File: config.mk
export PLATFORM = sky130hd
export DESIGN_NAME = spbram_arbiter
export DESIGN_NICKNAME = d
export VERILOG_FILES = /design/src/rtl/spbram_arbiter.sv
export SDC_FILE = /design/constraint.sdc
export NUM_CORES = 1
export LEC_CHECK = 0
export CAP_MARGIN = 20
export CORE_UTILIZATION = 45
export CTS_BUF_LIST = sky130_fd_sc_hd__clkbuf_4
export DETAILED_ROUTE_END_ITERATION = 10
export GPL_ROUTABILITY_DRIVEN = 0
export PLACE_DENSITY_LB_ADDON = 0.2
export SYNTH_ARGS = -nofsm -noshare
export SYNTH_HDL_FRONTEND = slang
export SYNTH_SLANG_ARGS = --single-unit
File: constraint.sdc
create_clock -name clk -period 2.7 [get_ports clk]
set_input_delay 0.54 -clock clk [delete_from_list [all_inputs] [get_ports clk]]
set_output_delay 0.54 -clock clk [all_outputs]
set_load 0.005 [all_outputs]
File: src/rtl/spbram_arbiter.sv
// spbram_arbiter
//
// Shares one single-port block RAM (registered read, one write enable) between
// two requesters: port A (instruction fetch) and port B (load/store). Only one
// access is in flight at a time. When both ports ask at once, the port that was
// not granted last wins, so sustained contention alternates A,B,A,B.
//
// Timeline of one access granted in cycle N:
//   N    : gnt pulse to the winner (requester fields still held stable)
//   N+1  : bram_addr/bram_we/bram_din carry the access; RAM acts at end of N+1
//   N+2  : write -> done pulse; read -> bram_dout valid and captured at end of N+2
//   N+3  : read  -> done pulse with rdata updated
// A new grant may be issued in the same cycle as the previous done.
//
// Ports
//   clk, rst_n                 clock, asynchronous active-low reset
//   a_req/a_we/a_addr/a_wdata  port A request, held until a_gnt
//   a_gnt, a_done              port A accept / completion pulses
//   a_rdata                    port A read data, updated on a read completion
//   b_*                        same for port B
//   bram_we/addr/din           RAM control, registered
//   bram_dout                  RAM read data, valid one cycle after the address
module spbram_arbiter #(
  parameter int ADDRESS_BITWIDTH = 16,
  parameter int DATA_BITWIDTH    = 32
) (
  input  logic                        clk,
  input  logic                        rst_n,

  input  logic                        a_req,
  input  logic                        a_we,
  input  logic [ADDRESS_BITWIDTH-1:0] a_addr,
  input  logic [DATA_BITWIDTH-1:0]    a_wdata,
  output logic                        a_gnt,
  output logic                        a_done,
  output logic [DATA_BITWIDTH-1:0]    a_rdata,

  input  logic                        b_req,
  input  logic                        b_we,
  input  logic [ADDRESS_BITWIDTH-1:0] b_addr,
  input  logic [DATA_BITWIDTH-1:0]    b_wdata,
  output logic                        b_gnt,
  output logic                        b_done,
  output logic [DATA_BITWIDTH-1:0]    b_rdata,

  output logic                        bram_we,
  output logic [ADDRESS_BITWIDTH-1:0] bram_addr,
  output logic [DATA_BITWIDTH-1:0]    bram_din,
  input  logic [DATA_BITWIDTH-1:0]    bram_dout
);

  // GRANT is the cycle in which gnt is high; the requester fields are still
  // stable there, so the RAM control registers are loaded straight from them.
  typedef enum logic [1:0] {
    IDLE,
    GRANT,
    ACCESS,
    RESP
  } state_t;

  typedef enum logic {
    PORT_A,
    PORT_B
  } port_t;

  state_t state;
  port_t  owner;
  port_t  last_grant;

  logic any_req;
  logic pick_b;
  logic can_grant;

  // Round-robin choice: on a tie the port that did not win last time goes.
  // A new grant is allowed from IDLE and on the edge that raises done, which is
  // the end of ACCESS for a write (bram_we is still high there) or end of RESP.
  always_comb begin
    any_req   = a_req | b_req;
    pick_b    = 1'b0;
    can_grant = 1'b0;
    if (a_req && b_req) begin
      pick_b = (last_grant == PORT_A);
    end else begin
      pick_b = b_req;
    end
    case (state)
      IDLE:    can_grant = 1'b1;
      RESP:    can_grant = 1'b1;
      ACCESS:  can_grant = bram_we;
      default: can_grant = 1'b0;
    endcase
  end

  always_ff @(posedge clk or negedge rst_n) begin
    if (!rst_n) begin
      state      <= IDLE;
      owner      <= PORT_A;
      last_grant <= PORT_B;
      a_gnt      <= 1'b0;
      b_gnt      <= 1'b0;
      a_done     <= 1'b0;
      b_done     <= 1'b0;
      a_rdata    <= '0;
      b_rdata    <= '0;
      bram_we    <= 1'b0;
      bram_addr  <= '0;
      bram_din   <= '0;
    end else begin
      a_gnt  <= 1'b0;
      b_gnt  <= 1'b0;
      a_done <= 1'b0;
      b_done <= 1'b0;

      case (state)
        IDLE: begin
          state <= IDLE;
        end

        GRANT: begin
          if (owner == PORT_A) begin
            bram_we   <= a_we;
            bram_addr <= a_addr;
            bram_din  <= a_wdata;
          end else begin
            bram_we   <= b_we;
            bram_addr <= b_addr;
            bram_din  <= b_wdata;
          end
          state <= ACCESS;
        end

        // bram_we still holds the access type here; a write is finished once
        // the RAM edge at the end of this cycle has happened.
        ACCESS: begin
          bram_we <= 1'b0;
          if (bram_we) begin
            if (owner == PORT_A) begin
              a_done <= 1'b1;
            end else begin
              b_done <= 1'b1;
            end
            state <= IDLE;
          end else begin
            state <= RESP;
          end
        end

        RESP: begin
          if (owner == PORT_A) begin
            a_rdata <= bram_dout;
            a_done  <= 1'b1;
          end else begin
            b_rdata <= bram_dout;
            b_done  <= 1'b1;
          end
          state <= IDLE;
        end

        default: begin
          state <= IDLE;
        end
      endcase

      // Overrides the IDLE fall-back above when a request is waiting.
      if (can_grant && any_req) begin
        state <= GRANT;
        if (pick_b) begin
          owner      <= PORT_B;
          last_grant <= PORT_B;
          b_gnt      <= 1'b1;
        end else begin
          owner      <= PORT_A;
          last_grant <= PORT_A;
          a_gnt      <= 1'b1;
        end
      end
    end
  end

  a_gnt_onehot: assert property (@(posedge clk) disable iff (!rst_n) !(a_gnt && b_gnt));
  a_done_onehot: assert property (@(posedge clk) disable iff (!rst_n) !(a_done && b_done));

endmodule
**Word level (Yosys, flattened, before mapping)**

Cells that the tools add are included.

- Muxes and demuxes: 19
- Reductions and logical operators: 7
- Eq/ne operators: 3
- Bitwise gates (word level): 3

Operators with widths:

| operator | count |
|---|---|
| 2-to-1 mux 32 bit | 1 |
| 2-to-1 mux 16 bit | 1 |
| 2-to-1 mux 1 bit | 10 |
| case mux 1 bit (2 select lines) | 4 |
| case mux 2 bit (3 select lines) | 1 |
| == test 2 bit, second input constant | 2 |
| 2-to-1 mux 2 bit | 2 |
| AND reduction 2 bit | 2 |
| == test 2 x 1 -> 1 bit, second input constant | 1 |
| logical AND 1 bit | 2 |
| zero test 2 bit | 1 |
| inverter 1 bit | 2 |
| nonzero test 2 bit | 1 |
| OR reduction 2 bit | 1 |
| bitwise OR 1 bit | 1 |

- Bits in registers: 121
- Logic and storage cells: 44
- Input bits: 134
- Output and inout bits: 117

**Depth between registers and ports, before layout**

Gate-level depths: netlist of run 1.

- Depth after elaboration: 5
- Gate-level depth with buffers: 6
- Gate-level depth less buffers: 5

**Worst setup path before layout of run 1**

OpenSTA, ideal clock, no wires.

- Path kind: reg-to-reg
- Start: register state[0]
- End: register owner
- Setup time: 0.125 ns
- Path buffers: 0
- Period minus slack after synthesis: 1.528 ns
- Path slack: 1.172 ns
- Stages on the path, launching flop included: 6
- Required time: 2.575 ns
- Arrival time: 1.403 ns
- Path through: dfrtp_1 inv_1 ha_1 a21oi_1 nor3_2 mux2_2

- Word-level cells in the longest chain between the ends: 4
- Elaborated cells between the ends (all ways): 6
- Those cells by class: 2 x eq/ne; 1 x mux; 3 x reduce/logical

RTL lines:

| element | RTL line | source |
|---|---|---|
| from (decl) | 66 | `state_t state;` |
| from (signal assigned) | 96 | `state <= IDLE;` |
| from (signal assigned) | 116 | `state <= IDLE;` |
| from (signal assigned) | 129 | `state <= ACCESS;` |
| == test 2 bit or zero test 2 bit (tied branches) | 86 | `case (state)` |
| OR reduction 2 bit (no source line) | n/a |  |
| case mux 1 bit (2 select lines) (*) | 86 |  |
| logical AND 1 bit (*) | 165 | `if (can_grant && any_req) begin` |
| to (signal assigned) | 97 | `owner <= PORT_A;` |
| to (signal assigned) | 168 | `owner <= PORT_B;` |
| to (signal assigned) | 172 | `owner <= PORT_A;` |
| to (decl) | 67 | `port_t owner;` |

Mark *: on every way between the ends. The rest lies on a longest branch, timed or not.
A chain may end at the register's enable or synchronous reset.

**Final worst setup path of run 1**

- Start: register bram_we
- End: output port bram_we

RTL lines:

| element | RTL line | source |
|---|---|---|
| from (decl) | 46 | `output logic bram_we,` |
| from (signal assigned) | 121 | `bram_we <= a_we;` |
| from (signal assigned) | 125 | `bram_we <= b_we;` |

No word-level cell between the ends.

==> reports/results.ini, run 1 <==
[outcome]
outcome=completed

[die]
io_pins=251
die-area_um2=11700
fp.coreArea_um2=10900
die_width_um=108
start_util=0.466
row_count=38
dieHeight_um=108

[clock_network]
clockBufferDepth=2
clk_pin_slew_worst_paths_ns=0.10
cts_root_buf=clkbuf_4
clkSinkCount=121
cts_tree=yes
clkLatencyLatePin_ns=0.50
cts_setup_buffers=0
cts-htree-levels=4
cts_made_buffers=17
post_cts_resized=0

[yosys]
synthesis.nets=517
yosys_warnings=0
yosys.area.top_type=dfrtp_1
synth_area_per_cell_um2=13.4
synth_top_area_frac=0.590
netlist_instances=379
ys_seq_area_frac=0.595
synth_cell_types=24
synth-seq-cells=121
synth_area_leaders=dfrtp_1, mux2i_1, mux2_4
synth_area_um2=5090

[critical_path]
crit_fanout=6
worstSetupEndpointType=output port
start_kind=flip-flop
path_buf_inv=1
crit_family=buffers and inverters
crit_chain=clkdlybuf4s50_1
max_stage_delay_ns=0.55
crit_type=reg -> out
slowest_stage=clkdlybuf4s50_1
required_ns=2.16
worstPathArrival_ns=1.47

[sta]
setup_viol=0
drv_slew=0
tightest_slew_ns=0.858
hold_viol_final=0
slew_headroom=0.428
fmax_mhz=497
fin_tns_setup_ns=0
rsz0062_at_grt=false
final.min_clock_period_ns=2.01
fin_crit_sh=0.746
skew_ns=0.0136

[placed_design]
post-dp-hpwl_um=9530
port_buffers=250

[detailed_routing]
highest_layer=met4
wl_met3_um=1030
first_iter_violations=145
met1_length_um=5050
drt-pass1-iter-count=4
detail-route-antenna-nets=0
drc=0
wl_um=12800
viasPerCell=4.94
wl_per_cell_um=16.4
route.vias.total=3870
wl_met2_um=6540

[grt]
grt_overflow_total=0
grtUsageTotal=0.227
grt_pass1_vias=4042
antenna_found_initial=0
grt_pass1_wl_um=19800
grt_max_degree=97

[power_and_ir_drop]
power_uw=8960
p_per_area_nw_per_um2=1120
pwr-share-seq=0.360
p_leak_uw=0.00348
ir_drop_v=0.000530
pwr-share-comb=0.496
power_switching_uw=2770
p_sw_frac=0.309
power.internal_uw=6200
clkPwrFrac=0.144

[layout]
drive_above_1_share=0.163
layout_common_cells=clkdlybuf4s50_1, dfrtp_1, a21oi_1, nor2_1, mux2i_1
nFillCells=762
nets=769
final_common_cell=clkdlybuf4s50_1
synthToLayoutAreaGrowth_pct=57.3
antennaDiodeCount=0

[job]
maxCapViolCount=0

[worst_hold_path]
hp-class=in -> async

## kinds of logic after synthesis
family          share of synthesized area
compound gates                     0.0570
fa+ha+maj                         0.00983
buf+inv                            0.0295
flops                               0.595
mux                                 0.262
simple gates                       0.0465
## metrics by stage
step / instances / worst slack [ns] / area (um2) / hold WS [ns] / utilization
2_1_floorplan: 379 / 1.17 / 5090 / 0.244 / -
3_3_place_gp: 751 / 0.901 / 7720 / 0.346 / 0.706
3_5_place_dp: 751 / 0.860 / 7720 / 0.352 / 0.706
4_1_cts: 783 / 0.634 / 8010 / 0.321 / 0.732
5_1_grt: 783 / 0.591 / 8010 / 0.325 / 0.732
6_report: 783 / 0.687 / 8010 / 0.368 / 0.732
## area by class of cell
class | instances | area (um2) | share of cell area
repair buffers | 257 | 2590 | 0.324
inverters | 3 | 11.3 | 0.00141
clock buffers | 20 | 150 | 0.0188
multi-input cells | 231 | 1920 | 0.239
well taps | 140 | 175 | 0.0219
flip-flops and latches | 121 | 3030 | 0.378
clock inverters | 11 | 130 | 0.0163
## final timing paths
path | cells after the start | to | start | slack, ns
min in group clk | 1 | b_rdata[2] | b_rdata[2] | 0.51
setup reg to reg | 4 | a_rdata[15] | state[0] | 0.90
setup / recovery | 1 | bram_we | bram_we | 0.69
max in group asynchronous | 3 | b_rdata[2] | rst_n | 1.65
hold reg to reg | 1 | b_rdata[2] | b_rdata[2] | 0.51
hold / removal | 2 | a_rdata[22] | rst_n | 0.37
## layer usage
layer | global-route usage | vias up
li1 | - | 1823
met1 | 0.259 | 1856
met2 | 0.399 | 175
met3 | 0.0735 | 16
met4 | 0.0763 | 0
met5 | 0 | -
## Yosys cell counts (all sizes together)
| master | instances |
|---|---|
| nand2b | 1 |
| a211oi | 1 |
| a21boi | 1 |
| o21ba | 1 |
| mux2 | 65 |
| nand2 | 2 |
| inv | 3 |
| a21o | 1 |
| nor4 | 1 |
| dfrtp | 120 |
| nor3 | 1 |
| mux2i | 49 |
| ha | 4 |
| buf | 17 |
| nor2b | 2 |
| o31ai | 1 |
| clkbuf | 7 |
| a21oi | 50 |
| dfstp | 1 |
| and2 | 1 |
| nor2 | 50 |
## power groups by stage
stage          clock [uW]  sequential, uW  combinational [uW]
2_1_floorplan           0            3290                2030
3_3_place_gp            0            3230                4370
3_5_place_dp            0            3270                4480
4_1_cts              1320            3240                4500
5_1_grt              1410            3340                4820
6_report             1290            3230                4440
## flip-flops by register name, indices dropped and copies added, names as in the netlist, 2 cells and up
register	cells
a_rdata	32
b_rdata	32
bram_din	32
bram_addr	16
state	2
## timing repair
| action | in CTS | in global routing |
|---|---|---|
| setup endpoints to repair | 0 | 0 |
| endpoints found under the hold margin | 3 | 0 |
| hold buffers | 1 | 0 |
No activity file was read; power rests on OpenSTA's default activity.
==> inputs of run 2 (changes only) <==
--- a/config.mk
+++ b/config.mk
@@ -6,7 +6,7 @@
 export NUM_CORES = 1
 export LEC_CHECK = 0
 export CAP_MARGIN = 20
-export CORE_UTILIZATION = 45
+export CORE_UTILIZATION = 42
 export CTS_BUF_LIST = sky130_fd_sc_hd__clkbuf_4
 export DETAILED_ROUTE_END_ITERATION = 10
 export GPL_ROUTABILITY_DRIVEN = 0
==> constraint.sdc (replaced) <==
create_clock -name clk -period 2 [get_ports clk]
set_input_delay 0.4 -clock clk [delete_from_list [all_inputs] [get_ports clk]]
set_output_delay 0.4 -clock clk [all_outputs]
set_load 0.005 [all_outputs]
==> reports/results.ini, run 2 (synthesized netlist as in run 1, its figures left out) <==
[critical_path]
crit_chain=clkdlybuf4s50_1
path_buf_inv=1  ; unchanged
worstSetupEndpointType=output port
start_kind=flip-flop
worstPathArrival_ns=1.46  ; about the same
crit_family=buffers and inverters
crit_type=reg -> out
required_ns=1.60  ; -0.56 ns
max_stage_delay_ns=0.53  ; -0.02 ns
slowest_stage=clkdlybuf4s50_1
crit_fanout=6  ; unchanged

[detailed_routing]
drt-pass1-iter-count=7  ; +3
wl_met3_um=1040  ; +1.7%
detail-route-antenna-nets=0  ; unchanged
first_iter_violations=214  ; +48%
met1_length_um=5160  ; +2.3%
wl_per_cell_um=16.1  ; -1.5%
route.vias.total=3840  ; -0.78%
drc=18  ; +18
wl_met2_um=6210  ; -5.1%
viasPerCell=4.87  ; -1.4%
highest_layer=met4
wl_um=12700  ; -0.87%

[layout]
nets=770  ; +0.13%
drive_above_1_share=0.171  ; +0.00725
nFillCells=876  ; +15%
final-seq-area_um2=3030  ; about the same
antennaDiodeCount=0  ; unchanged
synthToLayoutAreaGrowth_pct=57.9
final_common_cell=clkdlybuf4s50_1
largestRegisters=a_rdata: 32 flops, b_rdata: 32 flops, bram_din: 32 flops
multi_input_area_um2=1920  ; unchanged
layout_common_cells=clkdlybuf4s50_1, dfrtp_1, a21oi_1, nor2_1, mux2i_1

[sta]
final.min_clock_period_ns=1.86
rsz0062_at_grt=false
hold_viol_final=0  ; unchanged
fin_crit_sh=0.931
fin_tns_setup_ns=0  ; unchanged
drv_slew=0  ; unchanged
skew_ns=0.0201  ; +0.00641 ns
setup_viol=0  ; unchanged
slew_headroom=0.764  ; +0.336
fmax_mhz=537
tightest_slew_ns=0.344  ; -0.514 ns

[clock_network]
clk_pin_slew_worst_paths_ns=0.11  ; about the same
cts_made_buffers=17  ; unchanged
clkSinkCount=121  ; unchanged
cts-htree-levels=4  ; unchanged
clkLatencyLatePin_ns=0.53  ; +0.03 ns
cts_tree=yes
clockBufferDepth=2  ; unchanged
cts_root_buf=clkbuf_4
cts_setup_buffers=0  ; unchanged

[grt]
grt_pass1_vias=4036  ; -0.15%
antenna_found_initial=0  ; unchanged
grtUsageTotal=0.214  ; -0.0127
grt_pass1_wl_um=20400  ; +3.1%
grt_overflow_total=0  ; unchanged
grt_max_degree=71  ; -27%

[power_and_ir_drop]
power_switching_uw=3770  ; +36%
clkPwrFrac=0.134  ; -0.010
power.internal_uw=8290  ; +34%
p_leak_uw=0.00351  ; +0.60%
p_per_area_nw_per_um2=1500  ; +34%
pwr-share-seq=0.363  ; +0.003
p_sw_frac=0.313  ; +0.00424
pwr-share-comb=0.503  ; +0.007
power_uw=12100  ; +35%
ir_drop_v=0.000708  ; +34%

[outcome]
outcome=finished with violations
failed_checks=design-rule violations

[die]
start_util=0.438  ; -0.0272
fp.coreArea_um2=11600  ; +6.2%
die_width_um=112  ; +3.4%
dieHeight_um=112  ; +3.4%
io_pins=251  ; unchanged
row_count=39  ; +2.6%
die-area_um2=12600  ; +7.0%

[job]
maxCapViolCount=0  ; unchanged

[placed_design]
port_buffers=250  ; unchanged
post-dp-hpwl_um=9420  ; -1.1%

[worst_hold_path]
hp-class=in -> async

-- run 2: layer usage --
| metal | vias up | GRT usage |
|---|---|---|
| met5 | - | 0 |
| met4 | 0 | 0.0933 |
| met3 | 22 | 0.0680 |
| met2 | 183 | 0.361 |
| met1 | 1799 | 0.252 |
| li1 | 1836 | - |
-- run 2: worst paths after layout --
path | from | to | slack [ns] | cells past startpoint
min in group clk | a_wdata[18] | bram_din[18] | 0.50 | 3
setup / recovery | bram_we | bram_we | 0.14 | 1
hold reg to reg | b_rdata[2] | b_rdata[2] | 0.51 | 1
setup reg to reg | state[0] | owner | 0.28 | 5
max in group asynchronous | rst_n | last_grant | 1.06 | 3
hold / removal | rst_n | b_rdata[24] | 0.31 | 2
-- run 2: power by group through the flow --
stage,registers [uW],logic [uW],clock network [uW]
2_1_floorplan,4440,2740,0
3_3_place_gp,4360,5980,0
3_5_place_dp,4420,6110,0
4_1_cts,4390,6130,1680
5_1_grt,4550,6530,1770
6_report,4380,6060,1620
-- run 2: what timing repair did --
item                                    4_1_cts  5_1_grt
hold endpoints to repair                     22        0
hold buffers                                  1        0
resized for setup                             0        1
endpoints found under the setup margin        0        1
-- run 2: stage by stage --
| step | setup slack [ns] | hold slack, ns | instances | util | instance area (um2) |
|---|---|---|---|---|---|
| after global routing | 0.0369 | 0.282 | 788 | 0.692 | 8040 |
| final | 0.139 | 0.308 | 788 | 0.692 | 8040 |
| after floorplan | 0.472 | 0.104 | 379 | - | 5090 |
| after global placement | 0.337 | 0.329 | 755 | 0.669 | 7760 |
| after CTS | 0.0329 | 0.255 | 788 | 0.692 | 8040 |
| after detailed placement | 0.261 | 0.325 | 755 | 0.669 | 7760 |
-- run 2: final cells by class --
type,count,share of cell area
timing repair buffer,258,0.328
tap,143,0.0223
clock buffer,20,0.0187
inverter,3,0.00140
multi-input combinational,231,0.239
sequential,121,0.377
clock inverter,12,0.0137
